**config.mk**
```make
export PLATFORM = sky130hd
export DESIGN_NAME = sdram_arbiter
export DESIGN_NICKNAME = d
export VERILOG_FILES = /design/src/rtl/sdram_arb_pkg.sv /design/src/rtl/sdram_arb_select.sv /design/src/rtl/sdram_arbiter.sv
export SDC_FILE = /design/constraint.sdc
export NUM_CORES = 1
export LEC_CHECK = 0
export BUFFER_PORTS_ARGS = -buffer_cell sky130_fd_sc_hd__buf_2
export CORE_UTILIZATION = 52
export CTS_BUF_LIST = sky130_fd_sc_hd__clkbuf_2 sky130_fd_sc_hd__clkbuf_4 sky130_fd_sc_hd__clkbuf_8
export CTS_CLUSTER_SIZE = 10
export DETAILED_ROUTE_END_ITERATION = 10
export PLACE_DENSITY = 0.88
export SYNTH_ARGS = -nofsm -noshare
export SYNTH_HDL_FRONTEND = slang
export SYNTH_HIERARCHICAL = 1
export SYNTH_SLANG_ARGS = --single-unit
```
**constraint.sdc**
```tcl
create_clock -name clk -period 4.2 [get_ports clk]
set_input_delay 0.21 -clock clk [delete_from_list [all_inputs] [get_ports clk]]
set_output_delay 0.21 -clock clk [all_outputs]
set_load 0.005 [all_outputs]
```
**src/rtl/sdram_arb_pkg.sv**
```systemverilog
// Shared types for the SDRAM port arbiter: FSM states and transaction owner.
package sdram_arb_pkg;

   typedef enum logic [1:0] {IDLE, BUSY, RELEASE} arb_state_t;
   typedef enum logic       {OWN_VID, OWN_CPU}     arb_owner_t;

endpackage

```
**src/rtl/sdram_arb_select.sv**
```systemverilog
// Combinational owner decision: video has priority unless the CPU has been
// passed over for MAX_VID_RUN consecutive video grants.
module sdram_arb_select
   import sdram_arb_pkg::*;
#(
   parameter int MAX_VID_RUN = 8,
   parameter int CW          = $clog2(MAX_VID_RUN + 1)
) (
   input  logic          i_vid_req,
   input  logic          i_cpu_req,
   input  logic [CW-1:0] i_starve_cnt,
   output logic          o_grant,
   output arb_owner_t    o_owner
);

   logic w_starved;

   assign w_starved = (i_starve_cnt == CW'(MAX_VID_RUN));
   assign o_grant   = i_vid_req | i_cpu_req;
   assign o_owner   = (i_cpu_req && (!i_vid_req || w_starved)) ? OWN_CPU : OWN_VID;

endmodule

```
**src/rtl/sdram_arbiter.sv**
```systemverilog
// Two-port SDRAM controller arbiter: video (high priority) vs CPU, one full
// req/ack transaction at a time, with a starvation bound for the CPU.
module sdram_arbiter
   import sdram_arb_pkg::*;
#(
   parameter int ADDR_WIDTH  = 24,
   parameter int DATA_WIDTH  = 32,
   parameter int MAX_VID_RUN = 8
) (
   input  logic                    clk,
   input  logic                    reset_n_i,
   input  logic                    vid_req_i,
   input  logic [ADDR_WIDTH-1:0]   vid_addr_i,
   output logic                    vid_ack_o,
   output logic [DATA_WIDTH-1:0]   vid_rdata_o,
   input  logic                    cpu_req_i,
   input  logic                    cpu_we_i,
   input  logic [ADDR_WIDTH-1:0]   cpu_addr_i,
   input  logic [DATA_WIDTH-1:0]   cpu_wdata_i,
   input  logic [DATA_WIDTH/8-1:0] cpu_be_i,
   output logic                    cpu_ack_o,
   output logic [DATA_WIDTH-1:0]   cpu_rdata_o,
   output logic                    ctrl_req_o,
   output logic                    ctrl_we_o,
   output logic [ADDR_WIDTH-1:0]   ctrl_addr_o,
   output logic [DATA_WIDTH-1:0]   ctrl_wdata_o,
   output logic [DATA_WIDTH/8-1:0] ctrl_be_o,
   input  logic                    ctrl_ack_i,
   input  logic [DATA_WIDTH-1:0]   ctrl_rdata_i
);

   localparam int CW = $clog2(MAX_VID_RUN + 1);

   arb_state_t    r_state;
   arb_owner_t    r_owner;
   logic [CW-1:0] r_starve_cnt;

   logic          w_grant;
   arb_owner_t    w_owner;

   sdram_arb_select #(
      .MAX_VID_RUN (MAX_VID_RUN),
      .CW          (CW)
   ) u_select (
      .i_vid_req    (vid_req_i),
      .i_cpu_req    (cpu_req_i),
      .i_starve_cnt (r_starve_cnt),
      .o_grant      (w_grant),
      .o_owner      (w_owner)
   );

   always_ff @(posedge clk or negedge reset_n_i) begin
      if (!reset_n_i) begin
         r_state      <= IDLE;
         r_owner      <= OWN_VID;
         r_starve_cnt <= '0;
         ctrl_req_o   <= 1'b0;
         ctrl_we_o    <= 1'b0;
         ctrl_addr_o  <= '0;
         ctrl_wdata_o <= '0;
         ctrl_be_o    <= '0;
         vid_ack_o    <= 1'b0;
         cpu_ack_o    <= 1'b0;
         vid_rdata_o  <= '0;
         cpu_rdata_o  <= '0;
      end else begin
         vid_ack_o <= 1'b0;
         cpu_ack_o <= 1'b0;
         case (r_state)
            IDLE: begin
               if (w_grant) begin
                  r_owner    <= w_owner;
                  ctrl_req_o <= 1'b1;
                  r_state    <= BUSY;
                  if (w_owner == OWN_CPU) begin
                     ctrl_we_o    <= cpu_we_i;
                     ctrl_addr_o  <= cpu_addr_i;
                     ctrl_wdata_o <= cpu_wdata_i;
                     ctrl_be_o    <= cpu_be_i;
                     r_starve_cnt <= '0;
                  end else begin
                     ctrl_we_o   <= 1'b0;
                     ctrl_addr_o <= vid_addr_i;
                     ctrl_be_o   <= '1;
                     // Only count video wins that actually kept the CPU waiting.
                     if (!cpu_req_i)
                        r_starve_cnt <= '0;
                     else if (r_starve_cnt != CW'(MAX_VID_RUN))
                        r_starve_cnt <= r_starve_cnt + CW'(1);
                  end
               end
            end
            BUSY: begin
               if (ctrl_ack_i) begin
                  ctrl_req_o <= 1'b0;
                  r_state    <= RELEASE;
                  if (r_owner == OWN_CPU) begin
                     cpu_ack_o   <= 1'b1;
                     cpu_rdata_o <= ctrl_rdata_i;
                  end else begin
                     vid_ack_o   <= 1'b1;
                     vid_rdata_o <= ctrl_rdata_i;
                  end
               end
            end
            // Gives the requester a cycle to drop req so it is not re-granted.
            RELEASE: r_state <= IDLE;
            default: r_state <= IDLE;
         endcase
      end
   end

endmodule

```
==> Yosys cells after proc, flatten, opt, wreduce, memory -nomap -nowiden <==
Cells that the tools add are included.
{ "word_totals": {"latch_bits": 0, "reg_bits": 135, "out_inout_bits": 128, "elab_cells": 52, "n_memories": 0, "in_bits": 122, "ram_bits": 0, "romBits": 0} }
{ "op_classes": {"n_shift": 0, "order_cmp": 0, "div_mod_pow": 0, "addsub": 1, "bitwise_logic": 2, "multipliers": 0, "reduce_logical": 12, "n_eq_ne": 6, "mux": 19} }
{ "ops": {"columns": ["op", "n"], "rows": [
  ["two-way mux 24 bit", 1],
  ["two-way mux 4 bit", 4],
  ["AND reduction 3 bit", 5],
  ["two-way mux 1 bit", 10],
  ["adder 4 x 1 -> 4 bit, second input constant", 1],
  ["== test 4 bit, second input constant", 1],
  ["two-way mux 2 bit", 2],
  ["!= test 4 bit, second input constant", 1],
  ["one-hot mux 2 bit (2 select lines)", 1],
  ["AND reduction 2 bit", 2],
  ["!= test 3 x 1 -> 1 bit, second input constant", 1],
  ["== test 2 x 1 -> 1 bit, second input constant", 1],
  ["logical NOT 2 bit", 1],
  ["!= test 2 x 1 -> 1 bit, second input constant", 1],
  ["!= test 2 bit, second input constant", 1],
  ["one-hot mux 1 bit (2 select lines)", 1],
  ["nonzero test 2 bit", 1],
  ["logical AND 1 bit", 1],
  ["logical NOT 1 bit", 1],
  ["logical OR 1 bit", 1],
  ["inverter 1 bit", 1],
  ["bitwise OR 1 bit", 1]
]} }

==> Longest topological paths before layout <==
Gate-level depths: netlist of the first run.
{ "depth": {"depth_word": 6, "depth_mapped": 7, "mapped_depth_nobuf": 5} }

==> By module <==
The synthesis of the first run kept the hierarchy.
{ "modules_own_cells": {"columns": ["module", "seq_area_each_um2", "instances", "cells_per_inst", "area_per_inst_um2"], "rows": [
  ["sdram_arbiter", 3378.2, 1, 363, 5281.3],
  ["sdram_arb_select", 0.0, 1, 3, 23.8]
]} }

==> Worst setup path before layout of the first run <==
No wires, ideal clock.
{ "synth_timing": {"path_kind": "register to register", "start": "register r_starve_cnt[2]", "end": "register ctrl_wdata_o[10]", "stages_incl_launch_ff": 8, "arrival_ps": 1992, "setup_time_ps": 127, "t_required_ps": 4073, "synth_period_minus_slack_ps": 2120, "path_buffers": 3, "path_slack_ps": 2080, "path_cell_list": "dfrtp_1 -> or4b_1 -> a21boi_1 -> buf_2 -> and2_1 -> buf_2 -> buf_6 -> mux2_1"} }
{ "synth_between": {"elab_chain_cells": 5} }
{ "synth_rtl": {"columns": ["element", "line", "text"], "rows": [
  ["start: declaration", "sdram_arbiter.sv:36", "logic [CW-1:0] r_starve_cnt;"],
  ["start signal: assignment", "sdram_arbiter.sv:89", "r_starve_cnt <= r_starve_cnt + CW'(1);"],
  ["== test 4 bit", "sdram_arb_select.sv:18", "assign w_starved = (i_starve_cnt == CW'(MAX_VID_RUN));"],
  ["logical OR 1 bit", "sdram_arb_select.sv:20", "assign o_owner = (i_cpu_req && (!i_vid_req || w_starved)) ? OWN_CPU : OWN_VID;"],
  ["logical AND 1 bit", "sdram_arb_select.sv:20", null],
  ["two-way mux 1 bit", "sdram_arb_select.sv:20", null],
  ["named net w_owner", "sdram_arbiter.sv:39", "arb_owner_t w_owner;"],
  ["AND reduction 3 bit (no line)", null, null],
  ["end signal: assignment", "sdram_arbiter.sv:78", "ctrl_wdata_o <= cpu_wdata_i;"],
  ["end: declaration", "sdram_arbiter.sv:26", "output logic [DATA_WIDTH-1:0] ctrl_wdata_o,"]
]} }
The timed path passes the listed nets, and every way through them passes these cells.
A chain may end at the register's enable or synchronous reset.

==> Final worst setup path of the first run <==
{ "layout_timing": {"start": "register r_starve_cnt[2]", "end": "register r_starve_cnt[0]"} }
{ "layout_between": {"elab_chain_cells": 6, "elab_cells_between_ends": 8, "cone_classes": "eq/ne: 3; mux: 2; reduce/logical: 3"} }
{ "layout_rtl": {"columns": ["element", "line"], "rows": [
  ["== test 4 bit *", "sdram_arb_select.sv:18"],
  ["logical OR 1 bit *", "sdram_arb_select.sv:20"],
  ["logical AND 1 bit *", "sdram_arb_select.sv:20"],
  ["two-way mux 1 bit *", "sdram_arb_select.sv:20"],
  ["named net w_owner", "sdram_arbiter.sv:39"],
  ["!= test 3 x 1 -> 1 bit (no line)", null],
  ["AND reduction 3 bit (no line)", null]
]} }
Mark *: on every way through the listed nets, which the timed path passes. The rest lies on a longest branch.

==> impl_metrics.env, run 1 <==
export IMPL_p_int_mw=3.37
export IMPL_seq_power_share=0.454
export IMPL_clk_latency_ps=420
export IMPL_area_delta_synth_final_pct=42.6
export IMPL_cellPowerDensity_nw_per_um2=643
export IMPL_pwr_share_comb=0.319
export IMPL_power_switching_mw=1.49
export IMPL_drv_slew=0
export IMPL_pwr_share_clk=0.226
export IMPL_critPathKind="flip-flop to flip-flop"
export IMPL_coreArea_um2=9820
export IMPL_synth_warnings=6
export IMPL_die_h_um=103
export IMPL_cts_max_path_buffers=2
export IMPL_yosysTopAreaCell="dfrtp_1"
export IMPL_fin_util=0.771
export IMPL_synth_xor_area_share=0
export IMPL_tns_ps=0
export IMPL_synth_area_top_cells="dfrtp_1, mux2_1, mux2_2"
export IMPL_layout_setup_ws_ps=1850
export IMPL_die_w_um=103
export IMPL_synthAdderAreaFrac=0.00472
export IMPL_status="completed"
export IMPL_ir_drop_v=0.000333
export IMPL_place_congestion=0.767
export IMPL_totalPowerFinal_mw=4.86
export IMPL_critPathArrivalTime_ps=2660
export IMPL_drtIter0Drc=78
export IMPL_syn_inst=366
export IMPL_ys_flop_type="dfrtp_1"
export IMPL_drive_gt1_frac=0.485
export IMPL_grt_pass1_wl_mm=20.1
export IMPL_layout_commonest_cell="buf_2"
export IMPL_hold_viol_final=0
export IMPL_cts_tree="yes"
export IMPL_initial_utilization=0.540
export IMPL_synth_net_count=490
export IMPL_netlist_area_um2=5310
export IMPL_io_pins=250
export IMPL_drc=0
export IMPL_htree_num_levels=4
export IMPL_synth_top_area_share=0.637
export IMPL_clockRootBuffer="clkbuf_8"
export IMPL_nets=793
export IMPL_synth_top_family_by_area="multiplexers"
export IMPL_worstPathRequired_ps=4510
export IMPL_synth_area_mux_share=0.251
export IMPL_dpl_cell_area_um2=6680
export IMPL_p_leak_nw=3.79
export IMPL_stdcell_area_um2=7570
export IMPL_antenna_found_initial=0
export IMPL_cts_made_buffers=17
export IMPL_maxSlewHeadroom=0.458
export IMPL_worst_slew_pin_slew_ps=812
export IMPL_finClkSkew_ps=9.59
export IMPL_path_clk_slew_ps=70
export IMPL_place_detailed_hpwl_mm=8.98
export IMPL_track_usage=0.252
export IMPL_cp_max_fo=27
export IMPL_wirelength_mm=13.2
export IMPL_synth_simple_area_share=0.0436
export IMPL_wl_per_cell_um=16.2
export IMPL_grt_pass1_vias=4253
export IMPL_antenna_left=0
export IMPL_max_freq_mhz=426
export IMPL_dr_pass1_iters=4
export IMPL_rows=36
export IMPL_vias=4049
export IMPL_layout_common_cells="buf_2, dfrtp_1, mux2_1"
export IMPL_endpoint_kind="flip-flop"
export IMPL_cts_resized=0
export IMPL_finalSetupViolCount=0
export IMPL_clock_sinks=135
export IMPL_pre_cts_slack_ps=1890
export IMPL_post_cts_buffers=0
export IMPL_drv_cap=0
export IMPL_fin_crit_ps=2350
export IMPL_global_route_overflow_total=0
export IMPL_grt_max_degree=64
export IMPL_cts_hold_buf=47
export IMPL_synth_compound_area_frac=0.0403
export IMPL_yosysSeqAreaShare=0.637
export IMPL_die_area_um2=10600
export IMPL_async_flop_share=1.00
export IMPL_critPathLaunchType="flip-flop"
export IMPL_synth_area_per_cell_um2=14.5
export IMPL_rsz0062_at_grt="no"
export IMPL_synth_edf_count=0
export IMPL_io_buffers=249
export IMPL_ys_ff_latch=135
export IMPL_vias_per_cell=4.96
export IMPL_synth_cell_types=29
export IMPL_switching_share=0.307
export IMPL_hold_path_class="primary input to flip-flop"
export IMPL_fin_crit_sh=0.559
critical path: stages, from the launching register on:
cell      delay (ps)
dfrtp_1          420
or4b_1           600
a21boi_4         170
buf_4            390
nand2b_1         220
o21ai_0          160
a22o_1           280
through the flow:
| step | hold WS, ps | instances |
|---|---|---|
| 2_1_floorplan | -85.6 | 366 |
| 3_3_place_gp | 324 | 736 |
| 3_5_place_dp | 351 | 736 |
| 4_1_cts | 0.0825 | 815 |
| 5_1_grt | 4.64 | 815 |
| 6_report | 24.0 | 816 |
power groups by stage:
stage / logic, mW / clock network, mW / registers, mW
after global placement: 1.44 / 0 / 2.17
after detailed placement: 1.52 / 0 / 2.22
after floorplan: 0.623 / 0 / 2.25
after CTS: 1.56 / 1.12 / 2.20
after global routing: 1.72 / 1.18 / 2.29
final: 1.55 / 1.10 / 2.21
cells by family (layout without fill, tap and decap cells):
group,Yosys count,in the layout
simple gates,48,48
fa+ha+maj,2,2
compound gates,36,36
flops,135,135
buf+inv,24,340
other cells,0,1
mux,121,121
layout make-up:
| cell class | instances | area, um^2 |
|---|---|---|
| multi-input combinational | 207 | 1820 |
| inverter | 5 | 18.8 |
| clock inverter | 12 | 151 |
| antenna | 1 | 2.50 |
| tap | 133 | 166 |
| clock buffer | 20 | 263 |
| fill | 640 | 2250 |
| timing repair buffer | 303 | 1770 |
| sequential | 135 | 3380 |
cell usage after synthesis (2+ instances only):
cell / instances
a22o_1: 3
and2_1: 2
buf_2: 10
buf_6: 3
clkbuf_1: 5
dfrtp_1: 135
ha_1: 2
inv_1: 4
mux2_1: 58
mux2_2: 38
mux2i_1: 25
nand2_1: 31
nand2b_1: 2
nand3_1: 2
nand3b_1: 2
nor2_1: 3
o21ai_0: 26
o22a_1: 4
flip-flops by register name, indices dropped and copies added, names as in the netlist:
name          cells
r_state           2
cpu_rdata_o      32
vid_ack_o         1
r_starve_cnt      4
ctrl_req_o        1
ctrl_we_o         1
cpu_ack_o         1
ctrl_be_o         4
r_owner           1
ctrl_addr_o      24
vid_rdata_o      32
ctrl_wdata_o     32
worst paths after layout:
| check | start | endpoint | slack, ps | cells past startpoint |
|---|---|---|---|---|
| min in group asynchronous | reset_n_i | cpu_rdata_o[3]$_DFFE_PN0P_ | 440 | 2 |
| worst max register to register | r_starve_cnt[2]$_DFFE_PN0P_ | r_starve_cnt[0]$_DFFE_PN0P_ | 1850 | 6 |
| worst min register to register | ctrl_wdata_o[4]$_DFFE_PN0P_ | ctrl_wdata_o[4]$_DFFE_PN0P_ | 480 | 1 |
| max in group asynchronous | reset_n_i | ctrl_be_o[2]$_DFFE_PN0P_ | 2670 | 3 |
| worst max-delay path | r_starve_cnt[2]$_DFFE_PN0P_ | r_starve_cnt[0]$_DFFE_PN0P_ | 1850 | 6 |
| worst min-delay path | ctrl_rdata_i[2] | cpu_rdata_o[2]$_DFFE_PN0P_ | 20 | 2 |
per-layer routing:
metal	routed length [um]	global-route usage	vias to the layer above
met5	0	0	-
met4	267	0.111	0
met3	838	0.0651	25
met2	7200	0.472	166
met1	4920	0.267	1961
li1	-	-	1897
Power figures use the tool's default switching activity.
==> inputs of run 2 (changes only) <==
--- a/config.mk
+++ b/config.mk
@@ -5,12 +5,13 @@
 export SDC_FILE = /design/constraint.sdc
 export NUM_CORES = 1
 export LEC_CHECK = 0
+export ABC_AREA = 1
 export BUFFER_PORTS_ARGS = -buffer_cell sky130_fd_sc_hd__buf_2
-export CORE_UTILIZATION = 52
+export CORE_UTILIZATION = 44
 export CTS_BUF_LIST = sky130_fd_sc_hd__clkbuf_2 sky130_fd_sc_hd__clkbuf_4 sky130_fd_sc_hd__clkbuf_8
 export CTS_CLUSTER_SIZE = 10
 export DETAILED_ROUTE_END_ITERATION = 10
-export PLACE_DENSITY = 0.88
+export PLACE_DENSITY = 0.79
 export SYNTH_ARGS = -nofsm -noshare
 export SYNTH_HDL_FRONTEND = slang
 export SYNTH_HIERARCHICAL = 1
==> constraint.sdc (replaced) <==
create_clock -name clk -period 2.15 [get_ports clk]
set_input_delay 0.1075 -clock clk [delete_from_list [all_inputs] [get_ports clk]]
set_output_delay 0.1075 -clock clk [all_outputs]
set_load 0.005 [all_outputs]
==> run 2 against run 1 <==
  * Die area up 20%
  * Via count up 31%
  * First-iteration DRC count rose to 4.3 times the previous value
  * Hold slack better by 100 ps
  * Clock-buffer cell count down 1
  * Global-route usage down 0.56 points
  * Total power up 110%
  * Final cell count up 36%
  * Critical path depth up 2
  * Non-clock buffer count up 75
  * Worst setup slack worse by 1800 ps
  * Critical path type unchanged
  * Critical endpoint is now ctrl_addr_o[1]$_DFFE_PN0P_
==> impl_metrics.env, run 2 <==
export IMPL_synth_area_top_cells="dfrtp_1, nand2_1, nor2_1"
export IMPL_finClkSkew_ps=16.9
export IMPL_path_clk_slew_ps=70
export IMPL_place_congestion=0.806
export IMPL_grt_pass1_wl_mm=24.7
export IMPL_hold_ws_ps=128
export IMPL_nets=1076
export IMPL_drv_slew=0
export IMPL_synth_commonest_cells="nand2_1, dfrtp_1, nor2_1"
export IMPL_initial_utilization=0.451
export IMPL_synth_top_area_share=0.623
export IMPL_vias_per_cell=4.75
export IMPL_cts_made_buffers=17
export IMPL_yosysSeqAreaShare=0.623
export IMPL_fin_crit_sh=0.956
export IMPL_cellPowerDensity_nw_per_um2=1230
export IMPL_crit_slowest_cell="dlygate4sd3_1"
export IMPL_io_buffers=249
export IMPL_clock_sinks=135
export IMPL_antenna_left=0
export IMPL_rows=40
export IMPL_synth_cell_types=25
export IMPL_yosysTopAreaCell="dfrtp_1"
export IMPL_reg2reg_to="ctrl_addr_o[1]$_DFFE_PN0P_"
export IMPL_finalSetupViolCount=0
export IMPL_place_detailed_hpwl_mm=8.88
export IMPL_worst_path_buf_inv=3
export IMPL_antenna_found_initial=1
export IMPL_hold_depth=5
export IMPL_dr_pass1_iters=5
export IMPL_synth_edf_count=0
export IMPL_hold_viol_final=0
export IMPL_clockRootBuffer="clkbuf_8"
export IMPL_drtIter0Drc=334
export IMPL_path_delay_family="buffers and inverters"
export IMPL_area_delta_synth_final_pct=54.5
export IMPL_crit_chain="inv_1 -> nor2_1 -> nand2_1 -> a21oi_4 -> buf_12 -> nor2_1 -> o31ai_2 -> dlygate4sd3_1"
export IMPL_pre_cts_slack_ps=387
export IMPL_drc=0
export IMPL_dpl_cell_area_um2=6750
export IMPL_layout_commonest_cell="buf_2"
export IMPL_synth_warnings=6
export IMPL_clk_latency_ps=420
export IMPL_wirelength_mm=15.2
export IMPL_cp_max_fo=24
export IMPL_critPathLaunchType="flip-flop"
export IMPL_async_flop_share=1.00
export IMPL_status="completed"
export IMPL_die_area_um2=12800
export IMPL_max_freq_mhz=486
export IMPL_track_usage=0.247
export IMPL_worst_slew_pin_slew_ps=622
export IMPL_die_w_um=113
export IMPL_synth_area_per_cell_um2=9.27
export IMPL_coreArea_um2=12000
export IMPL_grt_max_degree=61
export IMPL_htree_num_levels=4
export IMPL_worstPathRequired_ps=2500
export IMPL_endpoint_kind="flip-flop"
export IMPL_critPathArrivalTime_ps=2410
export IMPL_maxSlewHeadroom=0.584
export IMPL_path_common_cell="nor2_1"
export IMPL_r2r_start="r_starve_cnt[3]$_DFFE_PN0P_"
export IMPL_io_pins=250
export IMPL_ys_flop_type="dfrtp_1"
export IMPL_synth_net_count=709
export IMPL_critPathKind="flip-flop to flip-flop"
export IMPL_top_regs="cpu_rdata_o x32, ctrl_wdata_o x32, vid_rdata_o x32"
export IMPL_r2r_setup_slack_ps=90
export IMPL_min_delay_start="cpu_req_i"
export IMPL_cts_tree="yes"
export IMPL_slowest_delay_ps=600
export IMPL_drive_gt1_frac=0.311
export IMPL_tns_ps=0
export IMPL_syn_inst=585
export IMPL_drv_cap=0
export IMPL_layout_setup_ws_ps=93.9
export IMPL_stdcell_area_um2=8380
export IMPL_layout_common_cells="buf_2, nand2_1, dfrtp_1"
export IMPL_ir_drop_v=0.000563
export IMPL_wl_per_cell_um=13.7
export IMPL_min_to="r_starve_cnt[0]$_DFFE_PN0P_"
export IMPL_global_route_overflow_total=0
export IMPL_vias=5287
export IMPL_grt_pass1_vias=5326
export IMPL_rr_worst_depth=8
export IMPL_fin_crit_ps=2060
export IMPL_netlist_area_um2=5420
export IMPL_synth_most_common_cell="nand2_1"
export IMPL_p_leak_nw=4.60
export IMPL_cts_max_path_buffers=2
export IMPL_hold_path_class="primary input to flip-flop"
export IMPL_ys_ff_latch=135
export IMPL_die_h_um=113
-- run 2: cell types whose count changed in the layout (fill, tap and decap cells not counted), moves of 23 or more --
cell / before / now
nand2_1: 31 / 202
dlygate4sd3_1: 47 / 119
nor2_1: 2 / 64
mux2_1: 58 / 0
o21ai_1: 0 / 46
inv_1: 4 / 44
mux2_2: 38 / 0
mux2i_1: 25 / 0
o31ai_1: 0 / 23
-- run 2: layout make-up --
cell class / count / area [um^2]
clock inverter: 12 / 151
multi-input combinational: 374 / 1660
inverter: 46 / 175
timing repair buffer: 378 / 2570
sequential: 135 / 3380
antenna: 1 / 2.50
tap: 147 / 184
clock buffer: 19 / 262
fill: 897 / 3630
-- run 2: worst min-delay path, cell delays in order --
cell and delay (ps):
buf_2 120, nand2_1 90, o21ai_2 90, nand2_1 70
nand2_1 40
-- run 2: how the worst max path moves through the flow --
stage / start / to / slack [ps] / cells after the start
after global routing: r_starve_cnt[3]$_DFFE_PN0P_ / ctrl_addr_o[23]$_DFFE_PN0P_ / -30 / 8
final: r_starve_cnt[3]$_DFFE_PN0P_ / ctrl_addr_o[1]$_DFFE_PN0P_ / 90 / 8
after global placement: r_starve_cnt[3]$_DFFE_PN0P_ / r_owner$_DFFE_PN0P_ / 410 / 8
after CTS: r_starve_cnt[1]$_DFFE_PN0P_ / ctrl_addr_o[13]$_DFFE_PN0P_ / 60 / 7
after floorplan: r_starve_cnt[2]$_DFFE_PN0P_ / ctrl_wdata_o[10]$_DFFE_PN0P_ / 670 / 10
after detailed placement: r_starve_cnt[3]$_DFFE_PN0P_ / r_owner$_DFFE_PN0P_ / 390 / 8
-- run 2: metal layers --
layer / routed length, um / vias up / track usage
met5: 0 / - / 0
met4: 391 / 0 / 0.112
met3: 981 / 39 / 0.0611
met2: 7530 / 237 / 0.424
met1: 6340 / 2442 / 0.294
li1: - / 2569 / -
-- run 2: stage by stage --
stage / util / power [mW] / cells
detailed placement: 0.562 / 7.49 / 961
CTS: 0.695 / 10.2 / 1111
floorplan: - / 5.93 / 585
global route: 0.698 / 11.0 / 1112
global placement: 0.562 / 7.39 / 961
finish: 0.698 / 10.3 / 1112
-- run 2: kinds of logic after synthesis --
kind of cell    share of synthesized area
fa+ha+maj                         0.00461
compound gates                     0.0983
simple gates                        0.196
flops                               0.623
xor+xnor                          0.00323
buf+inv                            0.0748
-- run 2: what timing repair did --
item / CTS / global route
endpoints found under the setup margin: 0 / 24
hold buffers: 119 / 0
setup buffers: 0 / 0
hold endpoints to repair: 186 / 0
gates resized for setup: 0 / 5
-- run 2: where the power goes --
part | switching (mW) | total [mW] | internal, mW | leakage, nW
sequential | 0.624 | 4.31 | 3.69 | 1.67
clock | 0.981 | 2.18 | 1.20 | 0.208
combinational | 1.87 | 3.78 | 1.91 | 2.71
total | 3.47 | 10.3 | 6.80 | 4.60
==> inputs of run 3 (changes only) <==
--- a/config.mk
+++ b/config.mk
@@ -12,6 +12,7 @@
 export CTS_CLUSTER_SIZE = 10
 export DETAILED_ROUTE_END_ITERATION = 10
 export PLACE_DENSITY = 0.79
+export SETUP_SLACK_MARGIN = 0.1
 export SYNTH_ARGS = -nofsm -noshare
 export SYNTH_HDL_FRONTEND = slang
 export SYNTH_HIERARCHICAL = 1
==> run 3 against run 2 <==
  * Global-route usage rose by 0.73 points
  * First-iteration DRC count up 2.4%
  * Clock skew hardly changed
  * Die area is the same
  * Sequential share of layout area rose by 0.13 points
  * Total power shrank 3.7%
  * Via count is 0.68% lower
  * Core utilization down 0.23 points
  * Clock-buffer cell count unchanged
  * Hold slack improved by 5.8 ps
  * Largest power group unchanged
==> impl_metrics.env, run 3 (same netlist as run 2, synthesis figures left out) <==
export IMPL_cts_resized=0
export IMPL_layout_common_cells="buf_2, nand2_1, dfrtp_1"
export IMPL_reg2reg_to="r_owner$_DFFE_PN0P_"
export IMPL_ff_latch_area_um2=3380
export IMPL_wl_met1_mm=6.40
export IMPL_max_freq_mhz=572
export IMPL_stdcell_count=1111
export IMPL_cellPowerDensity_nw_per_um2=1180
export IMPL_antenna_left=0
export IMPL_wl_met2_mm=7.63
export IMPL_path_clk_slew_ps=70
export IMPL_clock_sinks=135
export IMPL_clockRootBuffer="clkbuf_8"
export IMPL_hold_depth=5
export IMPL_grt_pass1_vias=5367
export IMPL_fin_crit_sh=0.813
export IMPL_maxSlewHeadroom=0.590
export IMPL_rr_worst_depth=8
export IMPL_clk_latency_ps=420
export IMPL_drv_slew=0
export IMPL_vias_per_cell=4.73
export IMPL_critPathLaunchType="flip-flop"
export IMPL_pwr_share_comb=0.343
export IMPL_die_area_um2=12800
export IMPL_hold_path_class="primary input to flip-flop"
export IMPL_diodes=0
export IMPL_track_usage=0.254
export IMPL_htree_num_levels=4
export IMPL_place_detailed_hpwl_mm=8.88
export IMPL_fin_crit_ps=1750
export IMPL_dpl_cell_count=961
export IMPL_cts_made_buffers=17
export IMPL_stdcell_area_um2=8350
export IMPL_wl_per_cell_um=14.0
export IMPL_antenna_found_initial=0
export IMPL_dr_pass1_iters=5
export IMPL_p_leak_nw=4.58
export IMPL_endpoint_kind="flip-flop"
export IMPL_ir_drop_v=0.000558
export IMPL_initial_utilization=0.451
export IMPL_rows=40
export IMPL_place_congestion=0.806
export IMPL_cts_hold_buf=119
export IMPL_coreArea_um2=12000
export IMPL_cp_max_fo=37
export IMPL_critPathArrivalTime_ps=2020
export IMPL_layout_commonest_cell="buf_2"
export IMPL_io_pins=250
export IMPL_drc=0
export IMPL_multi_input_area_um2=1640
export IMPL_grt_max_degree=61
export IMPL_dpl_cell_area_um2=6750
export IMPL_nets=1076
export IMPL_top_regs="cpu_rdata_o x32, ctrl_wdata_o x32, vid_rdata_o x32"
export IMPL_status="completed"
export IMPL_r2r_start="r_starve_cnt[3]$_DFFE_PN0P_"
export IMPL_min_to="r_starve_cnt[1]$_DFFE_PN0P_"
export IMPL_power_switching_mw=3.40
export IMPL_die_w_um=113
export IMPL_vias=5251
export IMPL_worst_slew_pin_slew_ps=612
export IMPL_io_buffers=249
export IMPL_p_int_mw=6.49
export IMPL_r2r_setup_slack_ps=400
export IMPL_tns_ps=0
export IMPL_maxUsedRoutingLayer="met4"
export IMPL_seq_power_share=0.436
export IMPL_fillers=894
export IMPL_finalSetupViolCount=0
export IMPL_min_delay_start="cpu_req_i"
export IMPL_hold_viol_final=0
export IMPL_finClkSkew_ps=16.5
export IMPL_grt_pass1_wl_mm=25.3
export IMPL_post_cts_buffers=0
export IMPL_drive_gt1_frac=0.310
export IMPL_global_route_overflow_total=0
export IMPL_area_delta_synth_final_pct=54.0
export IMPL_pwr_share_clk=0.220
export IMPL_hold_ws_ps=133
export IMPL_wirelength_mm=15.5
export IMPL_die_h_um=113
export IMPL_drtIter0Drc=342
export IMPL_critPathKind="flip-flop to flip-flop"
export IMPL_switching_share=0.344
export IMPL_rsz0062_at_grt="no"
export IMPL_cts_tree="yes"
export IMPL_worstPathRequired_ps=2420
export IMPL_met3_length_mm=1.04
export IMPL_drv_cap=0
export IMPL_cts_max_path_buffers=2
==> run 3: changes by cell type in the layout (fill, tap and decap cells not counted), sizes merged <==
cell   change
diode      -1
==> run 3: power by group through the flow <==
stage | Sequential [mW] | Combinational [mW] | Clock [mW]
after floorplan | 4.41 | 1.53 | 0
after global placement | 4.31 | 3.08 | 0
after detailed placement | 4.31 | 3.18 | 0
after CTS | 4.29 | 3.34 | 2.25
after global routing | 4.45 | 3.84 | 2.35
final | 4.32 | 3.40 | 2.18
==> run 3: routing by layer <==
layer  vias up  track usage
met5         -            0
met4         0        0.125
met3        40       0.0605
met2       245        0.431
met1      2393        0.305
li1       2573            -
==> run 3: area by class of cell <==
type	instances	area share
clock buffers	19	0.0313
clock inverters	12	0.0181
inverters	46	0.0210
multi-input cells	374	0.197
flip-flops and latches	135	0.405
well taps	147	0.0220
repair buffers	378	0.306
==> run 3: how the worst max path moves through the flow <==
stage | from | to | slack, ps | cells past startpoint
5_1_grt | r_starve_cnt[3]$_DFFE_PN0P_ | r_owner$_DFFE_PN0P_ | 240 | 8
6_report | r_starve_cnt[3]$_DFFE_PN0P_ | r_owner$_DFFE_PN0P_ | 400 | 8
2_1_floorplan | r_starve_cnt[2]$_DFFE_PN0P_ | ctrl_wdata_o[10]$_DFFE_PN0P_ | 670 | 10
3_3_place_gp | r_starve_cnt[3]$_DFFE_PN0P_ | r_owner$_DFFE_PN0P_ | 410 | 8
4_1_cts | r_starve_cnt[3]$_DFFE_PN0P_ | r_owner$_DFFE_PN0P_ | 390 | 8
3_5_place_dp | r_starve_cnt[3]$_DFFE_PN0P_ | r_owner$_DFFE_PN0P_ | 390 | 8
==> run 3: metrics by stage <==
stage / util / worst slack (ps) / power [mW]
floorplan: - / 669 / 5.93
global placement: 0.562 / 408 / 7.39
detailed placement: 0.562 / 387 / 7.49
CTS: 0.695 / 390 / 9.88
global route: 0.695 / 235 / 10.6
finish: 0.695 / 402 / 9.89
==> run 3: worst max-delay path, cell delays in order, from the launching register on <==
cell and delay (ps):
dfrtp_1 420, inv_1 70, nor2_1 40, nand2_1 70, a21oi_2 70, inv_4 240
nor2_4 90, inv_2 450, o21ai_0 170
